**src/rtl/serial_byte_receiver.sv**
```systemverilog
// UART-style receiver for a pre-synchronized line: LSB-first frames with start/stop bits.
// Each good word is presented with a one-cycle data_valid strobe.
module serial_byte_receiver #(
    parameter int WIDTH        = 8,
    parameter int CLKS_PER_BIT = 16
) (
    input  logic             clock,
    input  logic             reset_L,
    input  logic             serial_in,
    output logic [WIDTH-1:0] data_out,
    output logic             data_valid,
    output logic             framing_error,
    output logic             busy
);

    localparam int CW   = $clog2(CLKS_PER_BIT);
    localparam int IW   = $clog2(WIDTH) + 1;
    localparam int HALF = CLKS_PER_BIT / 2;

    localparam logic [CW-1:0] HALF_LAST = CW'(HALF - 1);
    localparam logic [CW-1:0] BIT_LAST  = CW'(CLKS_PER_BIT - 1);
    localparam logic [IW-1:0] IDX_LAST  = IW'(WIDTH - 1);

    typedef enum logic [2:0] {
        IDLE,
        START,
        DATA,
        STOP,
        WAIT_HIGH
    } state_t;

    state_t           state;
    logic [CW-1:0]    tick;
    logic [IW-1:0]    bit_idx;
    logic [WIDTH-1:0] shift_reg;

    // START waits only half a bit, so every later full-bit count lands at mid-bit.
    always_ff @(posedge clock) begin
        if (!reset_L) begin
            state         <= IDLE;
            tick          <= '0;
            bit_idx       <= '0;
            shift_reg     <= '0;
            data_out      <= '0;
            data_valid    <= 1'b0;
            framing_error <= 1'b0;
            busy          <= 1'b0;
        end else begin
            data_valid    <= 1'b0;
            framing_error <= 1'b0;
            case (state)
                IDLE: begin
                    if (!serial_in) begin
                        state <= START;
                        tick  <= '0;
                        busy  <= 1'b1;
                    end
                end
                START: begin
                    if (tick == HALF_LAST) begin
                        tick <= '0;
                        if (!serial_in) begin
                            state   <= DATA;
                            bit_idx <= '0;
                        end else begin
                            state <= IDLE;
                            busy  <= 1'b0;
                        end
                    end else begin
                        tick <= tick + 1'b1;
                    end
                end
                DATA: begin
                    if (tick == BIT_LAST) begin
                        shift_reg <= {serial_in, shift_reg[WIDTH-1:1]};
                        tick      <= '0;
                        bit_idx   <= bit_idx + 1'b1;
                        if (bit_idx == IDX_LAST) begin
                            state <= STOP;
                        end
                    end else begin
                        tick <= tick + 1'b1;
                    end
                end
                STOP: begin
                    if (tick == BIT_LAST) begin
                        tick <= '0;
                        if (serial_in) begin
                            data_out   <= shift_reg;
                            data_valid <= 1'b1;
                            state      <= IDLE;
                            busy       <= 1'b0;
                        end else begin
                            framing_error <= 1'b1;
                            state         <= WAIT_HIGH;
                        end
                    end else begin
                        tick <= tick + 1'b1;
                    end
                end
                // A held-low (break) line must not be mistaken for a new start bit.
                WAIT_HIGH: begin
                    if (serial_in) begin
                        state <= IDLE;
                        busy  <= 1'b0;
                    end
                end
                default: begin
                    state <= IDLE;
                    busy  <= 1'b0;
                end
            endcase
        end
    end

endmodule

```
**config.mk**
```make
export PLATFORM = sky130hd
export DESIGN_NAME = serial_byte_receiver
export DESIGN_NICKNAME = d
export VERILOG_FILES = /design/src/rtl/serial_byte_receiver.sv
export SDC_FILE = /design/constraint.sdc
export NUM_CORES = 1
export LEC_CHECK = 0
export ABC_AREA = 1
export BUFFER_PORTS_ARGS = -buffer_cell sky130_fd_sc_hd__buf_2
export CAP_MARGIN = 20
export CORE_MARGIN = 4
export CORE_UTILIZATION = 50
export DETAILED_ROUTE_END_ITERATION = 16
export PLACE_DENSITY_LB_ADDON = 0.12
export SLEW_MARGIN = 5
export SYNTH_ARGS = -nofsm -noshare
export SYNTH_HDL_FRONTEND = slang
export SYNTH_SLANG_ARGS = --single-unit
```
**constraint.sdc**
```tcl
create_clock -name clock -period 1.47 [get_ports clock]
set_input_delay 0.147 -clock clock [delete_from_list [all_inputs] [get_ports clock]]
set_output_delay 0.147 -clock clock [all_outputs]
set_load 0.01 [all_outputs]
```
==> After elaboration in Yosys (flattened, before gate mapping) <==
Index checks and enable logic that the tools add are counted.
{ "word_totals": {"wordCells": 59, "output_inout_bits": 11, "reg_bits": 30, "inputBits": 3} }
{ "classes": {"n_addsub": 2, "eq_ne": 14, "n_reduce_logical": 11, "muxes": 23, "n_bitwise": 1} }
{ "ops": {"columns": ["operator", "n"], "rows": [
  ["2-to-1 mux 3 bit", 7],
  ["2-to-1 mux 4 bit", 5],
  ["one-hot mux 3 bit (5 select lines)", 1],
  ["!= test 2 bit, second input constant", 7],
  ["one-hot mux 4 bit (3 select lines)", 1],
  ["adder 4 x 1 -> 4 bit, second input constant", 2],
  ["== test 4 x 3 -> 1 bit, second input constant", 2],
  ["one-hot mux 4 bit (2 select lines)", 1],
  ["AND reduction 4 bit", 2],
  ["== test 3 x 2 -> 1 bit, second input constant", 2],
  ["2-to-1 mux 1 bit", 6],
  ["AND reduction 3 bit", 2],
  ["AND reduction 6 bit", 1],
  ["one-hot mux 1 bit (5 select lines)", 1],
  ["== test 4 bit, second input constant", 1],
  ["AND reduction 2 bit", 2],
  ["== test 3 x 1 -> 1 bit, second input constant", 1],
  ["== test 3 bit, second input constant", 1],
  ["zero test 3 bit", 1],
  ["nonzero test 3 bit", 1],
  ["2-to-1 mux 2 bit", 1],
  ["nonzero test 2 bit", 1],
  ["OR reduction 2 bit", 1],
  ["inverter 1 bit", 1]
]} }

==> Logic depth before layout (Yosys ltp) <==
Gate-level depths: netlist of the first run.
{ "depth": {"word_depth": 4, "mapped_depth": 9, "ltp_nobuf": 9} }

==> Least setup slack after synthesis of the first run <==
Ideal clock, no wire load.
{ "synth_timing": {"path_kind": "reg2reg", "from": "register tick[1]", "to": "register bit_idx[0]", "required_ps": 1357, "path_stages_with_launch": 9, "slack_ps": 167, "path_buffers": 0, "synth_period_minus_slack_ps": 1303, "arrival_time_ps": 1190, "setup_time_ps": 113, "path_cell_list": "dfxtp_1 -> ha_1 -> nand2_1 -> nor2_1 -> nor2_4 -> nor2_4 -> nand2_2 -> o21ai_1 -> inv_1"} }
{ "synth_between": {"elab_chain_cells": 3, "elab_cells_between_ends": 5, "classes_between": "4 x eq/ne; 1 x reduce/logical"} }
{ "synth_lines": {"columns": ["element", "line_no", "text"], "rows": [
  ["start, declared", "33", "logic [CW-1:0] tick;"],
  ["start signal, assigned", "70", "tick <= tick + 1'b1;"],
  ["start signal, assigned", "82", "tick <= tick + 1'b1;"],
  ["start signal, assigned", "98", "tick <= tick + 1'b1;"],
  ["== test 4 bit / == test 4 x 3 -> 1 bit (equally long branches)", "74, 60", null],
  ["!= test 2 bit (no line)", null, null],
  ["AND reduction 4 bit (no line) (*)", null, null],
  ["end signal, assigned", "77", "bit_idx <= bit_idx + 1'b1;"],
  ["end, declared", "34", "logic [IW-1:0] bit_idx;"]
]} }
Mark *: on every way between the ends. The rest lies on a longest branch, timed or not.
A chain may end at the register's enable or synchronous reset.

==> Final worst setup path of the first run <==
{ "layout_timing": {"from": "register tick[1]", "to": "register state[0]"} }
{ "layout_between": {"elab_chain_cells": 3, "elab_cells_between_ends": 6, "classes_between": "5 x eq/ne; 1 x reduce/logical"} }
{ "layout_lines": {"columns": ["element", "line_no", "text"], "rows": [
  ["== test 4 bit / == test 4 x 3 -> 1 bit (equally long branches)", "74, 86, 60", null],
  ["!= test 2 bit (no line)", null, null],
  ["AND reduction 6 bit (no line) (*)", null, null],
  ["end signal, assigned", "79", "state <= STOP;"],
  ["end signal, assigned", "91", "state <= IDLE;"],
  ["end signal, assigned", "95", "state <= WAIT_HIGH;"],
  ["end, declared", "32", "state_t state;"]
]} }
Marks and branches as above.

==> results of run 1 <==
-- kinds of logic (layout without fill, tap and decap cells) --
group                      after synthesis  count (layout)  synth area share, %
buffers and inverters                   19              43                 5.91
AOI/OAI and AO/OA                       30              30                 11.4
adders and majority gates                2               2                 1.85
xor gates and xnor gates                 2               2                 1.29
DFF                                     30              30                 44.3
and+or+nand+nor                        104             104                 35.3
-- worst max path at each step --
stage	end	startpoint	slack [ns]	cells after the start
floorplan	bit_idx[0]$_SDFFE_PN0P_	tick[1]$_SDFFE_PN0P_	0.17	8
global placement	bit_idx[0]$_SDFFE_PN0P_	tick[1]$_SDFFE_PN0P_	0.06	8
detailed placement	bit_idx[0]$_SDFFE_PN0P_	tick[1]$_SDFFE_PN0P_	0.02	8
CTS	bit_idx[0]$_SDFFE_PN0P_	tick[1]$_SDFFE_PN0P_	0.02	8
global route	state[1]$_SDFFE_PN0P_	state[0]$_SDFFE_PN0P_	0.001	8
finish	state[0]$_SDFFE_PN0P_	tick[1]$_SDFFE_PN0P_	0.07	7
-- layout make-up --
class                      instances  area (um2)  area share [%]
multi-input combinational        138         711            44.7
clock buffer                       7        55.1            3.46
inverter                          16        62.6            3.94
sequential                        30         608            38.3
clock inverter                     1        5.00           0.315
tap                               30        37.5            2.36
timing repair buffer              19         110            6.93
-- layer usage --
metal / routed length (um) / share of wire, % / GRT usage (%)
met2: 1350 / 45 / 27.6
met1: 1410 / 47 / 23.4
met4: 50 / 1.7 / 7.59
met5: 0 / 0 / 0
met3: 166 / 5.6 / 6.48
-- where the power goes --
part	leakage, uW	switching (uW)	internal (uW)
Sequential	0.000244	61.8	875
Combinational	0.000508	420	212
Clock	0.0000353	284	232
Total	0.000787	766	1320
-- cell usage in the layout (no fill, tap or decap) --
master / synthesis / routed
nor2_1: 50 / 47
dfxtp_1: 30 / 28
nand2_1: 27 / 27
o21ai_0: 16 / 16
buf_2: 2 / 13
inv_1: 11 / 11
nand3_1: 12 / 11
a21oi_1: 10 / 10
buf_4: 1 / 6
nor2_4: 3 / 5
clkbuf_4: 0 / 5
inv_2: 3 / 3
nor2_2: 2 / 3
nand3b_1: 3 / 3
nand3_2: 2 / 2
o21ai_1: 3 / 2
xor2_1: 2 / 2
dfxtp_4: 0 / 2
nand3_4: 0 / 1
nand2_2: 1 / 1
clkinv_1: 1 / 1
o21ai_2: 0 / 1
nor3_4: 1 / 1
inv_4: 1 / 1
nor4_1: 1 / 1
nor3_1: 1 / 1
or2_2: 1 / 1
o2111ai_1: 1 / 1
ha_1: 2 / 1
ha_2: 0 / 1
clkbuf_8: 0 / 1
clkinv_2: 0 / 1
clkbuf_1: 0 / 1
-- worst reg2reg max path: cells and delay by family, from the launching register on --
family                   cells  cell delay [ns]
flip-flops                   1             0.36
adder cells (fa/ha/maj)      1             0.22
AO/OA/AOI/OAI                1             0.15
AND/OR/NAND/NOR              5             0.61
-- stage by stage --
stage / setup slack, ns / util, % / instance area [um2]
global placement: 0.0648 / 58.9 / 1490
finish: 0.0688 / 63.0 / 1590
CTS: 0.0160 / 61.3 / 1550
global route: 0.00143 / 63.0 / 1590
detailed placement: 0.0204 / 58.9 / 1490
floorplan: 0.167 / - / 1360
==> results.md, run 1 <==
* Critical path cell sequence: ha_2 > nand3_4 > nand2_1 > nand2_1 > nor2_1 > nand3_1 > a21oi_1
* Register area share after synthesis at 44.3%
* Via count at 1,268
* Post-synth cell types at 25
* ANT nets after route at 0
* CP Max Fanout at 5
* Endpoint type of the worst setup path: flip-flop
* Net Count, Synth at 192
* GP Congestion at 0.893
* Syn_area_per_cell at 7.25 um2
* Antenna diodes at 0
* Yosys warns at 0
* Clock transition at path regs at 0.10 ns
* Area of the core at 2520 um2
* Max-cap violation count at 0
* Top_reg_cell synth: dfxtp_1
* Worst R2R Path Depth at 7
* Seq cells post-synth at 30
* Yosys top cell area share at 44.3%
* Hold slack at 0.146 ns
* WP buf/inv at 0
* Total Nets Final at 215
* Crit Path Category: reg -> reg
* Slew of the pin with the lowest slew margin at 0.303 ns
* Crit path launch type: flip-flop
* Hold Vio Cnt, Final at 0
* GRT Total Usage at 18.3%
* RR Endpoint: state[0]$_SDFFE_PN0P_
* Total routed wirelength at 2.98 mm
* Power Dens Cells at 1310 nW/um2
* Worst path arrival time at 1.66 ns
* Post-Place Cells at 233
* Commonest cells post-synth: 50 x nor2_1, 30 x dfxtp_1, 27 x nand2_1
* DP HPWL at 2.08 mm
* Die width at 60.1 um
* WHS Endpoint: bit_idx[3]$_SDFFE_PN0P_
* Area grow syn2layout at 17.3%
* RSZ-0062 raised after global routing: no
* Worst path most repeated cell: nand2_1
* Clock sink total at 30
* Worst hold path depth at 3
* CTS Hold Bufs at 0
* Top cells by area, synth: dfxtp_1 44%, nor2_1 14%, nand2_1 7.5%
* Post-synth ARST share at 0%
* Mapped Area at 1360 um2
* First-pass DRT Iterations at 6
* I/O Buffers at 13
* Fillers at 225
* H-tree depth at 2
* Wire per inst at 12.3 um
* DRC Markers at 0
* Worst Clk Skew at 0.0122 ns
* Final min period at 1.40 ns
* Slowest cell on the critical path: dfxtp_1
* Die area at 3610 um2
* Top cell family by delay on the critical path: simple AND/OR/NAND/NOR gates
* Die Ht at 60.1 um
* Critical path's largest stage delay at 0.36 ns
* Final setup vio count at 0
* PostCTS Resize Cnt at 0
* Post-Syn Instances at 187
* Yosys top cell by area: dfxtp_1
* First-pass GRT wire length at 4.82 mm
* Initial antenna violation count at 0
* Remaining Overflow, GRT at 0
* I/O pin cnt at 14
* Non-Filler Instances at 241
* Clock Latency Late Sink at 0.33 ns
* Post-CTS setup buffers at 0
* Initial Util at 53.7%
* Worst reg2reg startpoint: tick[1]$_SDFFE_PN0P_
* CTS root buf: clkbuf_4
* Static leakage at 0.000787 uW
* Fmax at 0.714 GHz
* Peak VDD IR at 820 uV
* Reg-to-reg setup timing slack at 0.07 ns
* Worst hold path type: in -> reg
* CTS Buffer Depth at 2
* # rows at 18
* Ratio of cells with drive above 1 in the final layout at 22.7%
* Most frequent cell after synthesis: nor2_1
* Worst hold start: reset_L
* Final worst path period share at 95.3%
* Post-synth EDFFs at 0
* Slew HR at 79.6%
* Iter 0 DRT Violations at 90
* Vias in the first global route at 1,105
* Status: finished clean
* Setup TNS at 0 ns
* CTS buffer count at 5
* CP required at 1.73 ns
* CTS tree: built
* Slew Viols, Final at 0
* Largest net degree at the start of global routing at 21
* Tot Pwr at 2080 uW
* Vias per inst at 5.26
Power figures use the tool's default switching activity.
==> inputs of run 2 (changes only) <==
- CORE_UTILIZATION: 50 -> 56
==> run 2 against run 1 <==
Global-route usage increased by 2.7 points. Critical path depth grew 1. Design area increased by 0.24%. Register-to-register slack about the same. Clock-buffer cell count is 1 lower. Via count is 2.8% higher. Routed wire length up 3.0%. Combinational power grew 0.9%. Sequential power up 0.4%. First-iteration DRC count decreased by 62%. Utilization increased by 7.6 points. Flip-flop and latch count is the same. Critical endpoint is now bit_idx[0]$_SDFFE_PN0P_. Largest cell class unchanged. Largest power group unchanged.
==> results.md, run 2 (synthesized netlist as in run 1, its figures left out) <==
* Status: finished clean
* Logic depth of the worst path, buffers included at 8
* GRT Total Usage at 21.0%
* Final min period at 1.40 ns
* Slew Viols, Final at 0
* Remaining Overflow, GRT at 0
* Static leakage at 0.000786 uW
* Worst Clk Skew at 0.0139 ns
* Top cell family by delay on the critical path: simple AND/OR/NAND/NOR gates
* I/O pin cnt at 14
* Total Nets Final at 215
* Post-CTS setup buffers at 0
* Final worst path period share at 95.2%
* Die Ht at 57.2 um
* Worst hold path depth at 3
* CTS root buf: clkbuf_4
* Via count at 1,303
* RSZ-0062 raised after global routing: yes
* Critical path's largest stage delay at 0.39 ns
* Worst hold start: reset_L
* First-pass DRT Iterations at 4
* H-tree depth at 2
* Peak VDD IR at 1040 uV
* # rows at 17
* Crit Path Category: reg -> reg
* Worst reg2reg startpoint: tick[0]$_SDFFE_PN0P_
* Largest net degree at the start of global routing at 21
* Initial Util at 60.1%
* CP Max Fanout at 4
* Non-Filler Instances at 239
* Area grow syn2layout at 17.5%
* DRC Markers at 0
* Worst hold path type: in -> reg
* Worst path most repeated cell: nor2_4
* Max-cap violation count at 0
* Iter 0 DRT Violations at 34
* Tot Pwr at 2110 uW
* Slowest cell on the critical path: dfxtp_1
* ANT nets after route at 0
* Hold Vio Cnt, Final at 0
* Area of the multi-input gates at 717 um2
* Vias in the first global route at 1,207
* Slew HR at 78.8%
* CTS buffer count at 5
* RR Endpoint: bit_idx[0]$_SDFFE_PN0P_
* Register area at 604 um2
* Clock transition at path regs at 0.11 ns
* Die area at 3270 um2
* Hold slack at 0.0991 ns
* DRT met1 WL at 1.36 mm
* Setup TNS at 0 ns
* Endpoint type of the worst setup path: flip-flop
* Crit path launch type: flip-flop
* Reg-to-reg setup timing slack at 0.07 ns
* Ratio of cells with drive above 1 in the final layout at 23.2%
* DP HPWL at 2.23 mm
* Fmax at 0.714 GHz
* Slew of the pin with the lowest slew margin at 0.314 ns
* I/O Buffers at 13
* CP required at 1.72 ns
* Power Dens Cells at 1330 nW/um2
* Critical path cell sequence: ha_4 > nand2_1 > nor2_4 > nor2_4 > nor2_4 > nand2_2 > o21ai_1 > inv_1
* WP buf/inv at 1
* Antenna diodes at 0
* Die width at 57.2 um
* Total routed wirelength at 3.06 mm
* Worst R2R Path Depth at 8
* CTS Buffer Depth at 2
* Fillers at 209
* Most common cell after layout, fill and taps aside: nor2_1
* Worst path arrival time at 1.65 ns
* Clock Latency Late Sink at 0.34 ns
* Area of the core at 2250 um2
* Commonest cells after routing, fill and taps aside: 48 x nor2_1, 27 x dfxtp_1, 26 x nand2_1
* Met2 wire length at 1.44 mm
* Final setup vio count at 0
* Routed met3 length at 182 um
* Initial antenna violation count at 0
* DR top layer: met4
* Clock sink total at 30
* Post-Place Cells at 231
* CTS tree: built
* Vias per inst at 5.45
* GP Congestion at 0.905
* First-pass GRT wire length at 5.28 mm
* Wire per inst at 12.8 um
* WHS Endpoint: bit_idx[1]$_SDFFE_PN0P_
[run 2: through the flow]
stage	util [%]	setup WS, ns	area [um2]
after floorplan	-	0.167	1360
after global placement	65.8	-0.000650	1480
after detailed placement	65.8	-0.0804	1480
after CTS	68.9	0.00498	1550
after global routing	70.6	-0.00392	1590
final	70.6	0.0704	1590
[run 2: cell type report]
type | instances | area share (%)
flip-flops and latches | 30 | 37.9
inverters | 16 | 3.93
clock buffers | 6 | 3.22
multi-input cells | 138 | 45.0
well taps | 28 | 2.20
clock inverters | 2 | 0.786
repair buffers | 19 | 6.91
[run 2: power by group]
part           total, uW  internal (uW)  switching [uW]
clock                535            230             305
combinational        638            217             421
sequential           941            870            71.5
[run 2: repair_timing]
action                     CTS  global route
hold buffers                 0             0
setup endpoints to repair    5            26
resized for setup            2            10
[run 2: worst register-to-register path, delay by kind of cell (launching register included)]
kind,cells,cell delay [ns]
AND/OR/NAND/NOR,5,0.56
flip-flops,1,0.39
adder cells (fa/ha/maj),1,0.17
AO/OA/AOI/OAI,1,0.15
buffers and inverters,1,0.05
[run 2: how the worst max path moves through the flow]
stage / startpoint / end / slack [ns]
global placement: tick[1]$_SDFFE_PN0P_ / tick[3]$_SDFFE_PN0P_ / -0.0007
CTS: tick[1]$_SDFFE_PN0P_ / bit_idx[0]$_SDFFE_PN0P_ / 0.005
global route: tick[0]$_SDFFE_PN0P_ / data_out[4]$_SDFFE_PN0P_ / -0.004
floorplan: tick[1]$_SDFFE_PN0P_ / bit_idx[0]$_SDFFE_PN0P_ / 0.17
finish: tick[0]$_SDFFE_PN0P_ / bit_idx[0]$_SDFFE_PN0P_ / 0.07
detailed placement: tick[1]$_SDFFE_PN0P_ / bit_idx[0]$_SDFFE_PN0P_ / -0.08
[run 2: metal layers]
metal	track usage, %	up-vias
met2	32.5	42
met1	24.5	598
li1	-	652
met4	12.9	0
met5	0	-
met3	7.69	11
